==> src/rtl/priority_resolver.sv <==
// priority_resolver: 13-engine confirm-result resolver, highest priority wins, lower engine breaks ties
// Ports: clk, rst (sync, active-high), i_Valid + i_Confirm_Result1..13 in;
//   o_Valid, o_Match, o_Rule_ID, o_Rule_Prior, o_Engine_Idx out, 4 cycles later.
// Optional statistics (i_Stats_Clear, o_Hit_Count, o_Miss_Count) with PRIORITY_RESOLVER_STATS_EN.
module priority_resolver #(
  parameter int CFWID = 17,
  parameter int IDWID = 8,
  parameter int PRIOR = 8
) (
  input  logic             clk,
  input  logic             rst,
  input  logic             i_Valid,
  input  logic [CFWID-1:0] i_Confirm_Result1,
  input  logic [CFWID-1:0] i_Confirm_Result2,
  input  logic [CFWID-1:0] i_Confirm_Result3,
  input  logic [CFWID-1:0] i_Confirm_Result4,
  input  logic [CFWID-1:0] i_Confirm_Result5,
  input  logic [CFWID-1:0] i_Confirm_Result6,
  input  logic [CFWID-1:0] i_Confirm_Result7,
  input  logic [CFWID-1:0] i_Confirm_Result8,
  input  logic [CFWID-1:0] i_Confirm_Result9,
  input  logic [CFWID-1:0] i_Confirm_Result10,
  input  logic [CFWID-1:0] i_Confirm_Result11,
  input  logic [CFWID-1:0] i_Confirm_Result12,
  input  logic [CFWID-1:0] i_Confirm_Result13,
`ifdef PRIORITY_RESOLVER_STATS_EN
  input  logic             i_Stats_Clear,
  output logic [31:0]      o_Hit_Count,
  output logic [31:0]      o_Miss_Count,
`endif
  output logic             o_Valid,
  output logic             o_Match,
  output logic [IDWID-1:0] o_Rule_ID,
  output logic [PRIOR-1:0] o_Rule_Prior,
  output logic [3:0]       o_Engine_Idx
);
  localparam int EW = 1 + IDWID + PRIOR + 4;
  logic [CFWID-1:0] w_cr [13];
  logic [EW-1:0] w_in [13];
  logic [EW-1:0] r_s1 [7];
  logic [EW-1:0] r_s2 [4];
  logic [EW-1:0] r_s3 [2];
  logic [EW-1:0] w_fin;
  logic [2:0] r_v;
  assign w_cr = '{i_Confirm_Result1, i_Confirm_Result2, i_Confirm_Result3, i_Confirm_Result4,
                  i_Confirm_Result5, i_Confirm_Result6, i_Confirm_Result7, i_Confirm_Result8,
                  i_Confirm_Result9, i_Confirm_Result10, i_Confirm_Result11, i_Confirm_Result12,
                  i_Confirm_Result13};
  // Unmatched entries become all-zero so a no-match set resolves to zeros everywhere.
  for (genvar k = 0; k < 13; k++) begin : g_in
    assign w_in[k] = w_cr[k][CFWID-1] ? {1'b1, w_cr[k][IDWID+PRIOR-1:0], 4'(k + 1)} : '0;
  end
  // a is always the lower-numbered side, so >= gives ties to the lower engine.
  function automatic logic [EW-1:0] pick(input logic [EW-1:0] a, input logic [EW-1:0] b);
    return (a[EW-1] && (!b[EW-1] || a[PRIOR+3:4] >= b[PRIOR+3:4])) ? a : b;
  endfunction
  assign w_fin = pick(r_s3[0], r_s3[1]);
  always_ff @(posedge clk) begin
    for (int j = 0; j < 6; j++) r_s1[j] <= pick(w_in[2*j], w_in[2*j+1]);
    r_s1[6] <= w_in[12];
    for (int j = 0; j < 3; j++) r_s2[j] <= pick(r_s1[2*j], r_s1[2*j+1]);
    r_s2[3] <= r_s1[6];
    for (int j = 0; j < 2; j++) r_s3[j] <= pick(r_s2[2*j], r_s2[2*j+1]);
  end
  always_ff @(posedge clk) begin
    if (rst) begin
      r_v <= '0;
      o_Valid <= 1'b0;
      {o_Match, o_Rule_ID, o_Rule_Prior, o_Engine_Idx} <= '0;
    end else begin
      r_v <= {r_v[1:0], i_Valid};
      o_Valid <= r_v[2];
      if (r_v[2]) {o_Match, o_Rule_ID, o_Rule_Prior, o_Engine_Idx} <= w_fin;
    end
  end
`ifdef PRIORITY_RESOLVER_STATS_EN
  logic [31:0] r_hit, r_miss;
  always_ff @(posedge clk) begin
    if (rst || i_Stats_Clear) begin
      r_hit <= '0;
      r_miss <= '0;
    end else if (o_Valid) begin
      r_hit <= r_hit + 32'(o_Match && r_hit != '1);
      r_miss <= r_miss + 32'(!o_Match && r_miss != '1);
    end
  end
  assign o_Hit_Count = r_hit;
  assign o_Miss_Count = r_miss;
`endif
endmodule
==> config.mk <==
export PLATFORM = sky130hd
export DESIGN_NAME = priority_resolver
export DESIGN_NICKNAME = d
export VERILOG_FILES = /design/src/rtl/priority_resolver.sv
export SDC_FILE = /design/constraint.sdc
export NUM_CORES = 1
export LEC_CHECK = 0
export CORE_MARGIN = 8
export CORE_UTILIZATION = 45
export CTS_CLUSTER_SIZE = 8
export DETAILED_ROUTE_END_ITERATION = 10
export GPL_TIMING_DRIVEN = 0
export PLACE_DENSITY_LB_ADDON = 0.08
export SYNTH_ARGS = -nofsm -noshare
export SYNTH_HDL_FRONTEND = slang
export SYNTH_SLANG_ARGS = --single-unit
export TNS_END_PERCENT = 20
==> constraint.sdc <==
create_clock -name clk -period 2.85 [get_ports clk]
set_input_delay 0.4275 -clock clk [delete_from_list [all_inputs] [get_ports clk]]
set_output_delay 0.4275 -clock clk [all_outputs]
set_load 0.02 [all_outputs]
==> results <==
- The run finished with clean final reports.
- The first detailed-routing pass took 4 iterations.
- The setup fix buffers added after clock tree synthesis is 0.
- The depth of the CTS H-tree is 2.
- Setup slack on the worst reg-to-reg path comes out at 0.66 ns.
- The most common flop cell mapped by yosys is dfxtp_1.
- The most common library cell in the layout ignoring fill and taps is dfxtp_1.
- The count of buffers added on input and output ports is 239.
- The final number of hold-violating endpoints is 0.
- The area share of the leading cell type in the synthesized netlist is 0.4681.
- Of the total power, the clock network draws 0.357.
- The biggest area consumer among synthesized cells is dfxtp_1.
- The number of nets in the finished design is 1753.
- The pin count of the biggest net entering global routing is 12.
- The share of total power dissipated in sequential elements is 0.413.
- The routed design has 26.09 mm of wire.
- The endpoint of the worst hold-timing path is r_s2[3][11].
- The endpoint identified for the worst register-to-register timing path is r_s2[2][11].
- The congestion estimate from routability-driven global placement came to 0.7539.
- The number of global-route vias before repair came to 8637.
- The post-route clock period utilization is 0.9207.
- In the layout the commonest cells are dfxtp_1 (275), clkdlybuf4s50_1 (239), inv_1 (149).
- In this run the standard cell core region covers 25840 sq um.
- The wire length on met3 is 1.653 mm.
- The total of warnings raised by yosys is 0.
- Summing every instance area after synthesis gives 11760 sq um.
- The critical path is of the input port to flop type.
- The actual transition at the worst max-transition pin is 0.5980 ns.
- The number of cells after detailed placement is 1728.
- For the finished layout, the period the worst path requires is 2.624 ns.
- The synthesized area per cell is 10.19 sq um.
- The die covers 31560 sq um.
- 246 I/O pins were placed.
- Max-cap violations in this run came to 0.
- The antenna cell count is 0.
- The endpoint type of the worst setup path is a flop.
- In this run the most critical hold path is launched from r_s1[6][11].
- The switching power share of the total is 0.2565.
- Setup violations remaining at the end of the flow were counted as 0.
- The number of vias after detailed routing is 8263.
- The count of state elements after synthesis is 275.
- The clock buffer count from CTS is 40.
- The clock drives 275 sinks.
- The leakage power figure is 7.318 nW.
- The detail-routed via count per cell is 4.668.
- The remaining global-route overflow is 0.
- The launching element type of the critical path is an input port.
- The data arrival time of the critical path is 3.06 ns.
- The initial DRC count is 231.
- The first global-routing pass estimated 41.90 mm of wire.
- The synthesized design contains 0 enable-type register cells.
- In the final routing, the length of wire on met1 measures 11.65 mm.
- The number of instances in the synthesized netlist is 1154.
- The number of antenna violations at the first check in global routing is 1.
- The ratio of cells with drive above 1 in the final layout is 0.1254.
- Clock skew on the completed layout was measured at 0.01445 ns.
- The floorplan has 59 rows.
- In this run the critical register-to-register path is launched from r_s1[5][11].
- The data required time of the critical path is 3.29 ns.
- Dividing the detail-routed wire length by the instance count gives 14.74 um.
- Headroom to the max-slew limit came out at 0.6014.
- Of the total power, combinational logic draws 0.230.
- Detailed routing placed a total of 12.31 mm of wire on met2.
- The clock latency at the later pin of the worst-skew pair is 0.52 ns.
- The tightest min-delay check is of the flop to flop type.
- The clock edge transition at the registers on the reported setup and hold paths is 0.05 ns.
- The detail route stage leaves a number of antenna-violating nets equal to 0.
- The top routing layer in use is met4.
- The utilization of the core after routing is 0.6056.
- The internal power component is 0.008423 W.
- The post-synth net total is 1474.
- The HPWL after detailed placement is 20.91 mm.
- After detailed routing, the number of remaining DRC violations is 0.
- The maximum root-to-sink buffer count is 3.
- The starting utilization of the core area is 0.4552.
- The CTS tree is done.
- The count of different cell masters after synthesis is 36.
- Of all nets on the critical path, the largest fanout is 10.
- The die width is 177.7 um.
- The max-slew violation total from the final report is 0.
- The global router's overall resource usage is 0.1649.
- The maximum operating frequency is 381.1 MHz.
- In the synthesized netlist the async set-or-reset flop fraction comes to 0.
- The tree is rooted in a clkbuf_16.
- The depth of the most critical reg-to-reg path is 8.
- For this design the ratio of total power to cell area is 724.0 nW/um^2.
- After synthesis, the cell types taking the most area are dfxtp_1 (47%), ha_1 (10%), mux2i_1 (9.4%), mux2_2 (9.1%), inv_1 (4.8%).
- VDD sags by at most 477.2 uV.
- Once layout is complete, the cells apart from fillers number 1770.
- The number of cells traversed by the worst hold path is 0.
- From bottom edge to top edge, the die measures 177.7 um.
- The analysis attributes to net switching a power of 0.002905 W.
- Of the synthesized area, sequential elements account for 0.4681.
- The area growth from synthesis to layout is 33.05%.
- Setup repair after global routing could not meet its margin everywhere.
flip-flops by register name, summed over array words and instances (netlist names):
register and flops:
r_s1 131, r_s2 78, r_s3 41, o_Rule_ID 8, o_Rule_Prior 8, o_Engine_Idx 4
r_v 3, o_Match 1, o_Valid 1
area by class of cell:
class,instances,area (sq um)
buffer,48,262.8
clock inverter,3,53.80
multi-input combinational,680,5428
tap,335,419.2
sequential,275,5505
timing repair buffer,239,2392
inverter,149,559.3
fill,2260,10190
clock buffer,41,1026
worst max-delay path, cell delays in order:
cell             delay, ns
clkdlybuf4s50_1       0.48
clkbuf_1              0.31
nand2_1               0.10
ha_1                  0.29
nand2b_1              0.14
a211oi_1              0.25
o21bai_1              0.14
a22oi_1               0.14
buf_2                 0.30
buf_4                 0.26
mux2i_1               0.21
synth_stat cells (all sizes together) (4+ instances only):
library cell and n:
mux2 95, and2 72, nand4 6, ha 96
nand2 126, buf 23, or2 12, a22oi 7
a211oi 27, a22o 4, a21o 8, nand4b 6
clkbuf 27, nand3 12, mux2i 110, o2111ai 5
a21oi 15, dfxtp 275, o21bai 6, nor2b 8
o21ai 13, inv 149, nand2b 12, nor2 34
power groups by stage:
stage | clock network [W] | registers, W | logic, W
finish | 0.00405 | 0.00468 | 0.00260
global route | 0.00435 | 0.00474 | 0.00290
CTS | 0.00417 | 0.00469 | 0.00265
detailed placement | 0 | 0.00476 | 0.00262
global placement | 0 | 0.00475 | 0.00259
floorplan | 0 | 0.00467 | 0.00185
how the worst max path moves through the flow:
stage,to,startpoint
final,r_s1[5][18],i_Confirm_Result11[16]
after global routing,r_s1[2][18],i_Confirm_Result5[16]
after CTS,r_s1[1][16],i_Confirm_Result3[16]
after detailed placement,r_s1[1][16],i_Confirm_Result3[16]
after global placement,r_s1[1][16],i_Confirm_Result3[16]
after floorplan,r_s1[1][12],i_Confirm_Result4[16]
routing by layer:
layer | global-route usage | vias up
met5 | 0 | -
met4 | 0.04550 | 0
met3 | 0.04511 | 37
met2 | 0.2747 | 184
met1 | 0.2066 | 3705
li1 | - | 4337
cells by family after synthesis:
| logic type | synth area share |
|---|---|
| multiplexers | 0.1846 |
| adder cells (fa/ha/maj) | 0.1021 |
| AO/OA/AOI/OAI | 0.05341 |
| buffers and inverters | 0.07033 |
| AND/OR/NAND/NOR | 0.1214 |
| flip-flops | 0.4681 |
through the flow:
| stage | TNS (ns) | hold WS (ns) | total power (W) | instance area (sq um) | setup slack (ns) |
|---|---|---|---|---|---|
| after detailed placement | -19.12 | 0.3121 | 0.007378 | 14570 | -0.4302 |
| after floorplan | 0 | 0.3096 | 0.006512 | 11760 | 0.5252 |
| after global routing | -0.06574 | 0.3273 | 0.01199 | 15650 | -0.03853 |
| final | 0 | 0.3226 | 0.01133 | 15650 | 0.2261 |
| after global placement | -17.06 | 0.3098 | 0.007344 | 14570 | -0.4098 |
| after CTS | 0 | 0.3225 | 0.01151 | 15650 | 0.1066 |
repair_timing:
item,CTS,global route
endpoints found under the setup margin,0,31
hold buffers,0,0
resized for setup,0,4
Power figures use the tool's default switching activity.
